### src/rtl/sm83_pkg.sv
// Shared SM83 interrupt definitions: sequencer state encoding and default
// request-line count and vector layout.
package sm83_pkg;

    localparam int         NUM_IRQS_DEF   = 8;
    localparam logic [7:0] VEC_BASE_DEF   = 8'h40;
    localparam int         VEC_STRIDE_DEF = 8;

    // D1..D5 are encoded as 1..5 so the state doubles as the dispatch M-cycle index.
    typedef enum logic [2:0] {
        RUN  = 3'd0,
        D1   = 3'd1,
        D2   = 3'd2,
        D3   = 3'd3,
        D4   = 3'd4,
        D5   = 3'd5,
        HALT = 3'd6
    } irq_state_t;

endpackage

### src/rtl/sm83_irq_prio.sv
// Lowest-set-bit priority encoder: bit 0 wins. Produces the index, a valid
// flag and a one-hot copy of the winner (all zero when nothing is requested).
module sm83_irq_prio #(
    parameter int NUM_IRQS = 8,
    parameter int IDX_W    = 3
) (
    input  logic [NUM_IRQS-1:0] req,
    output logic [IDX_W-1:0]    idx,
    output logic                valid,
    output logic [NUM_IRQS-1:0] onehot
);

    // Scanning downwards lets the lowest set bit overwrite any higher one.
    always_comb begin
        idx    = '0;
        onehot = '0;
        for (int i = NUM_IRQS - 1; i >= 0; i--) begin
            if (req[i]) begin
                idx       = IDX_W'(i);
                onehot    = '0;
                onehot[i] = 1'b1;
            end
        end
    end

    assign valid = |req;

endmodule

### src/rtl/sm83_irq_ctl.sv
// SM83 interrupt sequencer: IME/EI delay, HALT, and the 5-M-cycle dispatch.
// Optional macro SM83_HALT_BUG_EN enables the HALT-bug (pc_inc_inhibit) behaviour.
module sm83_irq_ctl
    import sm83_pkg::*;
#(
    parameter int         NUM_IRQS   = NUM_IRQS_DEF,
    parameter logic [7:0] VEC_BASE   = VEC_BASE_DEF,
    parameter int         VEC_STRIDE = VEC_STRIDE_DEF
) (
    input  logic                clk,
    input  logic                nreset,
    input  logic                mcyc_end,
    input  logic                fetch,
    input  logic [NUM_IRQS-1:0] irq,
    input  logic                op_ei,
    input  logic                op_di,
    input  logic                op_reti,
    input  logic                op_halt,
    output logic                ime,
    output logic                int_start,
    output logic [2:0]          disp_m,
    output logic [7:0]          vector,
    output logic [NUM_IRQS-1:0] iack,
    output logic                halted,
    output logic                pc_inc_inhibit
);

    localparam int IDX_W = (NUM_IRQS > 1) ? $clog2(NUM_IRQS) : 1;

    irq_state_t          state, state_n;
    logic                ei_pend, ei_pend_n, ime_n, int_start_n;
    logic [7:0]          vector_n, vec_calc;
    logic [NUM_IRQS-1:0] iack_n, prio_onehot;
    logic [IDX_W-1:0]    prio_idx;
    logic                prio_valid, any_irq, ime_eff, enter_disp;
`ifdef SM83_HALT_BUG_EN
    logic                pc_inh_n;
`endif

    sm83_irq_prio #(.NUM_IRQS(NUM_IRQS), .IDX_W(IDX_W)) u_prio (
        .req    (irq),
        .idx    (prio_idx),
        .valid  (prio_valid),
        .onehot (prio_onehot)
    );

    assign any_irq  = |irq;
    assign vec_calc = VEC_BASE + 8'(32'(prio_idx) * VEC_STRIDE);
    // A delayed EI becomes visible at the boundary that commits it, so EI;NOP
    // can dispatch right after the NOP; a DI on that boundary still cancels it.
    assign ime_eff  = ime | (ei_pend & fetch & ~op_di);

    always_comb begin
        state_n     = state;
        ime_n       = ime;
        ei_pend_n   = ei_pend;
        int_start_n = 1'b0;
        iack_n      = '0;
        vector_n    = vector;
        enter_disp  = 1'b0;
`ifdef SM83_HALT_BUG_EN
        pc_inh_n    = 1'b0;
`endif
        if (mcyc_end) begin
            if (fetch && ei_pend) begin
                ime_n     = 1'b1;
                ei_pend_n = 1'b0;
            end
            if (op_ei)   ei_pend_n = 1'b1;
            if (op_reti) ime_n     = 1'b1;
            if (op_di) begin
                ime_n     = 1'b0;
                ei_pend_n = 1'b0;
            end
            unique case (state)
                RUN: begin
                    if (fetch) begin
                        if (ime_eff && any_irq) begin
                            enter_disp = 1'b1;
                        end else if (op_halt) begin
`ifdef SM83_HALT_BUG_EN
                            if (any_irq) pc_inh_n = 1'b1;
                            else         state_n  = HALT;
`else
                            state_n = HALT;
`endif
                        end
                    end
                end
                HALT: begin
                    if (any_irq) begin
                        if (ime_eff) enter_disp = 1'b1;
                        else         state_n    = RUN;
                    end
                end
                D1: state_n = D2;
                D2: state_n = D3;
                D3: begin
                    state_n  = D4;
                    iack_n   = prio_onehot;
                    vector_n = prio_valid ? vec_calc : 8'h00;
                end
                D4: state_n = D5;
                D5: state_n = RUN;
                default: state_n = RUN;
            endcase
            if (enter_disp) begin
                state_n     = D1;
                int_start_n = 1'b1;
                ime_n       = 1'b0;
                ei_pend_n   = 1'b0;
            end
        end
    end

    always_ff @(posedge clk or negedge nreset) begin
        if (!nreset) begin
            state     <= RUN;
            ime       <= 1'b0;
            ei_pend   <= 1'b0;
            int_start <= 1'b0;
            vector    <= 8'h00;
            iack      <= '0;
        end else begin
            state     <= state_n;
            ime       <= ime_n;
            ei_pend   <= ei_pend_n;
            int_start <= int_start_n;
            vector    <= vector_n;
            iack      <= iack_n;
        end
    end

`ifdef SM83_HALT_BUG_EN
    always_ff @(posedge clk or negedge nreset) begin
        if (!nreset) pc_inc_inhibit <= 1'b0;
        else         pc_inc_inhibit <= pc_inh_n;
    end
`else
    assign pc_inc_inhibit = 1'b0;
`endif

    assign disp_m = (state inside {D1, D2, D3, D4, D5}) ? 3'(state) : 3'd0;
    assign halted = (state == HALT);

endmodule

### config.mk
export PLATFORM = sky130hd
export DESIGN_NAME = sm83_irq_ctl
export DESIGN_NICKNAME = d
export VERILOG_FILES = /design/src/rtl/sm83_pkg.sv /design/src/rtl/sm83_irq_prio.sv /design/src/rtl/sm83_irq_ctl.sv
export SDC_FILE = /design/constraint.sdc
export NUM_CORES = 1
export LEC_CHECK = 0
export ABC_AREA = 1
export CAP_MARGIN = 15
export CORE_UTILIZATION = 46
export DETAILED_ROUTE_END_ITERATION = 10
export PLACE_DENSITY_LB_ADDON = 0.1
export SKIP_LAST_GASP = 1
export SYNTH_ARGS = -nofsm -noshare
export SYNTH_HDL_FRONTEND = slang
export SYNTH_SLANG_ARGS = --single-unit
### constraint.sdc
create_clock -name clk -period 1.93 [get_ports clk]
set_input_delay 0.579 -clock clk [delete_from_list [all_inputs] [get_ports clk]]
set_output_delay 0.579 -clock clk [all_outputs]
set_load 0.01 [all_outputs]
Word level (Yosys, flattened, before mapping)
Cells that the tools add are included.

cells by class
  add/subtract/negate cells = 1
  equality and inequality tests = 11
  muxes and demuxes = 43
  reductions and logical operators = 11
  bitwise gates (word level) = 4

operator list
  kind                                           count
  2-to-1 mux 8 bit                               11
  2-to-1 mux 3 bit                               15
  one-hot mux 3 bit (6 select lines)             1
  2-to-1 mux 1 bit                               15
  == test 3 bit, second input constant           3
  != test 3 bit, second input constant           3
  adder 7 x 6 -> 8 bit, first input constant     1
  nonzero test 4 bit                             2
  OR reduction 8 bit                             1
  == test 3 x 2 -> 1 bit, second input constant  2
  AND reduction 2 bit                            3
  AND reduction 6 bit                            1
  nonzero test 5 bit                             1
  == test 3 x 1 -> 1 bit, second input constant  1
  logical NOT 3 bit                              1
  != test 3 x 1 -> 1 bit, second input constant  1
  != test 3 x 2 -> 1 bit, second input constant  1
  bitwise AND 1 bit                              2
  logical AND 1 bit                              2
  one-hot mux 1 bit (2 select lines)             1
  NOT 1 bit                                      1
  OR 1 bit                                       1

word-level totals
  word-level logic and storage cells = 76
  flip-flop bits (word level) = 22
  bits of input ports = 16
  output and inout port bits = 23

Longest topological paths before layout
  word-level depth = 10
  gate-level depth with buffers = 10
  gate-level depth less buffers = 10

Cells and area by module
From an unflattened synthesis, not the netlist that was laid out.

second synthesis, totals
  cell total of the unflattened synthesis = 152
  area total of the unflattened synthesis = 1147.4 µm²

by module, submodules not included
  module         area each (µm²)  instances  cells an instance  seq. area each (µm²)
  sm83_irq_ctl   957.2            1          120                450.4
  sm83_irq_prio  190.2            1          32                 0.0

Worst setup path before layout
Ideal clock, no wire load.

  kind = input-to-reg
  from = in irq[0]
  to = reg state[2]
  stages = 10
  setup time = 0.117 ns
  buffers on the path = 0
  arrival = 1.319 ns
  setup slack = 0.494 ns
  data required time = 1.813 ns
  cell sequence = nor2_2 -> nand2_2 -> nor2_4 -> inv_2 -> nand3_2 -> nand2_2 -> nand2_4 -> nand2_2 -> nand2_1 -> nand2_1

between the ends
  cells in the longest elaborated chain, start to end = 8
  elaborated cells between the ends (all ways) = 14
  classes of those cells = 5 x eq/ne; 6 x mux; 3 x reduce/logical

ends and longest elaborated chain
  item                                                    line                 source
  from (decl)                                             sm83_irq_ctl.sv:14   input logic [NUM_IRQS-1:0] irq,
  OR reduction 8 bit (*)                                  sm83_irq_ctl.sv:47   assign any_irq = |irq;
  logical AND 1 bit                                       sm83_irq_ctl.sv:78   if (ime_eff && any_irq) begin
  2-to-1 mux 1 bit                                        sm83_irq_ctl.sv:78
  2-to-1 mux 1 bit                                        sm83_irq_ctl.sv:77   if (fetch) begin
  one-hot mux 1 bit (2 select lines)                      sm83_irq_ctl.sv:75   unique case (state)
  2-to-1 mux 1 bit                                        sm83_irq_ctl.sv:64   if (mcyc_end) begin
  != test 3 bit (no source line) (tied with other cells)  -
  AND reduction 6 bit (no source line)                    -
  to (signal assigned)                                    sm83_irq_ctl.sv:125  state <= state_n;
  to (decl)                                               sm83_irq_ctl.sv:30   irq_state_t state, state_n;

Mark *: on every way between the ends. The rest lies on a longest branch, timed or not. The select of a mux whose other input is x is not followed.
A chain may end at the register's enable or synchronous reset.

Final worst setup path
  from = reg state[2]
  to = out disp_m[1]

between the ends
  cells in the longest elaborated chain, start to end = 3
  elaborated cells between the ends (all ways) = 7
  classes of those cells = 5 x eq/ne; 1 x mux; 1 x reduce/logical

ends and longest elaborated chain
  item                                            line                 source
  == test 3 x 1 -> 1 bit (tied with other cells)  sm83_irq_ctl.sv:143  assign disp_m = (state inside {D1, D2, D3, D4, D5}) ? 3'(state) : 3'd0;
  nonzero test 5 bit (*)                          sm83_irq_ctl.sv:143
  2-to-1 mux 3 bit (*)                            sm83_irq_ctl.sv:143
  to (decl)                                       sm83_irq_ctl.sv:21   output logic [2:0] disp_m,

Mark *: on every way between the ends. The rest lies on a longest branch, timed or not.

==> impl_metrics.yaml <==
run_status:
  status: "finished, final reports clean"
layout:
  layout_common_cells: "clkdlybuf4s50_1 (29), nand2_1 (25), inv_1 (17), buf_4 (17), dfrtp_1 (16)"
  nets: 191
  antennaDiodeCount: 0
  final_common_cell: "clkdlybuf4s50_1"
  final_cells: 201
  utilization_pct: 74.3
  syn_to_final_growth_pct: 49.8
  drive_above_1_share_pct: 25.3
pwr:
  power_mw: 1.52
  p_sw_share_pct: 37.4
  clkPwrFrac_pct: 14.8
  p_seq_share_pct: 33.9
  p_leak_nw: 0.761
  peakVddDrop_mv: 0.721
  power_switching_mw: 0.570
  power_density_mw_per_mm2: 1020
  p_int_mw: 0.953
  comb_power_share_pct: 51.3
cts:
  clk_pin_slew_ns: 0.09
  htreeDepth: 1
  cts_buffers: 3
  cts_hold_buf: 0
  cts_tree: "done"
  cts.sinks: 18
  cts_buffer_depth: 2
  clkLatencyLatePin_ns: 0.29
  clock_tree.root_cell: "clkbuf_4"
floorplan:
  die_area_mm2: 0.00235
  pin_count: 39
  coreArea_mm2: 0.00200
  row_count: 16
  start_util_pct: 49.6
  die_w_um: 48.4
  die_h_um: 48.4
worst_setup_path:
  startpoint: "state[2]"
  critPathRequiredTime_ns: 1.35
  r2r_setup_slack_ns: 0.41
  worstReg2RegEnd: "state[1]"
  cpPeakStageDelay_ns: 0.44
  crit_cells: 3
  rr_startpoint: "state[1]"
  critPathArrivalTime_ns: 1.28
  path_class: "reg -> out"
  reg2regPathDepth: 10
  cp-start-kind: "flip-flop"
  cp_max_fo: 4
  cp_top_family: "flip-flops"
  endpoint_kind: "output pin"
  cp_slowest_cell: "dfrtp_2"
  crit_buf_inv: 2
  crit_path_end: "disp_m[1]"
  cp_cell_sequence: "buf_4 -> nor2_2 -> clkdlybuf4s15_1"
routing:
  drtAntennaViolNets: 0
  drc: 0
  drtPass1Iterations: 3
  vias_per_cell: 4.67
  drtIter0Drc: 10
  drt-total-wl_um: 2110
  wl_per_cell_um: 10.5
  vias: 938
synthesis:
  synth_cell_types: 24
  syn_inst: 122
  synth_seq_cells: 18
  yosys_warnings: 0
  yosysSeqAreaShare_pct: 45.4
  synth_area_per_cell_um2: 8.13
  netlist_area_um2: 992
hold_path:
  min_path_type: "reg -> reg"
sta:
  skew_ns: 0.000582
  hold_viol_final: 0
  holdWs_ns: 0.510
  worst_slack_ns: 0.0724
  fmax_mhz: 538
  drv_slew: 0
  final.min_clock_period_ns: 1.86
  finalCritPeriodShare_pct: 96.3
  rsz0062_at_grt: "false"
  finalSetupViolations: 0
global_route:
  grt.overflow.total: 0
  grt_pass1_vias: 871
  grt_usage_pct: 19.9
  grt_max_degree: 19
  antenna_found_initial: 0
  grt_pass1_wl_um: 3630
placed_design:
  dpl.hpwl_um: 1630
  routabilityCongestion: 0.780
  placed_cells: 193
  io_buffer_count: 33
  dpl_worst_slack_ns: -0.0287
flow_run:
  cap_violations: 0
==> cell type report <==
| type | count | area, µm² |
|---|---|---|
| Fill cell | 156 | 515 |
| Inverter | 21 | 78.8 |
| Sequential cell | 18 | 453 |
| Multi-Input combinational cell | 81 | 429 |
| Timing Repair Buffer | 50 | 455 |
| Tap cell | 27 | 33.8 |
| Clock buffer | 4 | 36.3 |
==> worst min-delay path, cell delays in order, from the launching register on <==
cell     delay [ns]
dfrtp_1        0.36
nand2_1        0.05
nand2_1        0.07
==> cell usage after synthesis <==
cell | count | area [µm²]
a21oi_2 | 1 | 8.76
nand2_2 | 4 | 25.0
nor2_4 | 2 | 22.5
inv_2 | 4 | 15.0
o21bai_1 | 1 | 7.51
nor2_2 | 3 | 18.8
o21ai_0 | 4 | 20.0
nor4_2 | 1 | 12.5
nand2_4 | 1 | 11.3
nand3_1 | 8 | 40.0
nor3_1 | 4 | 20.0
nand3_4 | 1 | 17.5
o21ai_1 | 2 | 10.0
buf_4 | 5 | 37.5
dfrtp_1 | 18 | 450
a22oi_2 | 1 | 12.5
a21oi_1 | 4 | 20.0
inv_1 | 17 | 63.8
o21ai_2 | 1 | 8.76
nand2_1 | 25 | 93.8
nand3_2 | 2 | 20.0
nor2_1 | 11 | 41.3
buf_6 | 1 | 11.3
conb_1 | 1 | 3.75
==> kinds of logic (layout without fill, tap and decap cells) <==
group | after synthesis | in the layout | synth area share (%)
compound gates | 14 | 14 | 8.83
buf+inv | 27 | 75 | 12.9
flops | 18 | 18 | 45.4
other cells | 1 | 5 | 0.378
simple gates | 62 | 62 | 32.5
==> per-stage QoR <==
| step | area (µm²) | TNS [ns] |
|---|---|---|
| floorplan | 1010 | 0 |
| global placement | 1420 | -0.0202 |
| detailed placement | 1420 | -0.0839 |
| CTS | 1480 | 0 |
| global route | 1490 | 0 |
| finish | 1490 | 0 |
==> worst min-delay path by stage <==
stage / end / from / cells past startpoint / slack [ns]
global placement: vector[3] / vector[3] / 2 / 0.47
CTS: vector[5] / vector[5] / 2 / 0.52
finish: vector[5] / vector[5] / 2 / 0.51
detailed placement: vector[5] / vector[5] / 2 / 0.49
global route: vector[4] / vector[4] / 2 / 0.55
floorplan: ei_pend / nreset / 0 / 0.28
==> sequential cells by signal (all words and copies together) (netlist names) <==
name and cells:
iack 8, ei_pend 1, state 3, vector 4
ime 1, int_start 1
==> power by group through the flow <==
stage               clock [mW]  sequential (mW)  combinational, mW
floorplan                    0            0.541              0.421
global placement             0            0.534              0.707
detailed placement           0            0.540              0.720
CTS                      0.236            0.515              0.776
global route             0.251            0.530              0.868
finish                   0.226            0.516              0.780
==> layer usage <==
layer	part of all wire [%]	global-route usage [%]	vias to the layer above
li1	-	-	478
met1	46	25.3	434
met2	48	33.6	24
met3	5.3	6.29	2
met4	0.57	3.92	0
met5	0	0	-
==> repair_timing <==
| action | in CTS | in global routing |
|---|---|---|
| resized for setup | 6 | 2 |
| setup buffers | 4 | 0 |
| endpoints found under the setup margin | 4 | 2 |
| pin swaps | 0 | 0 |
(Power assumes the default switching activity.)
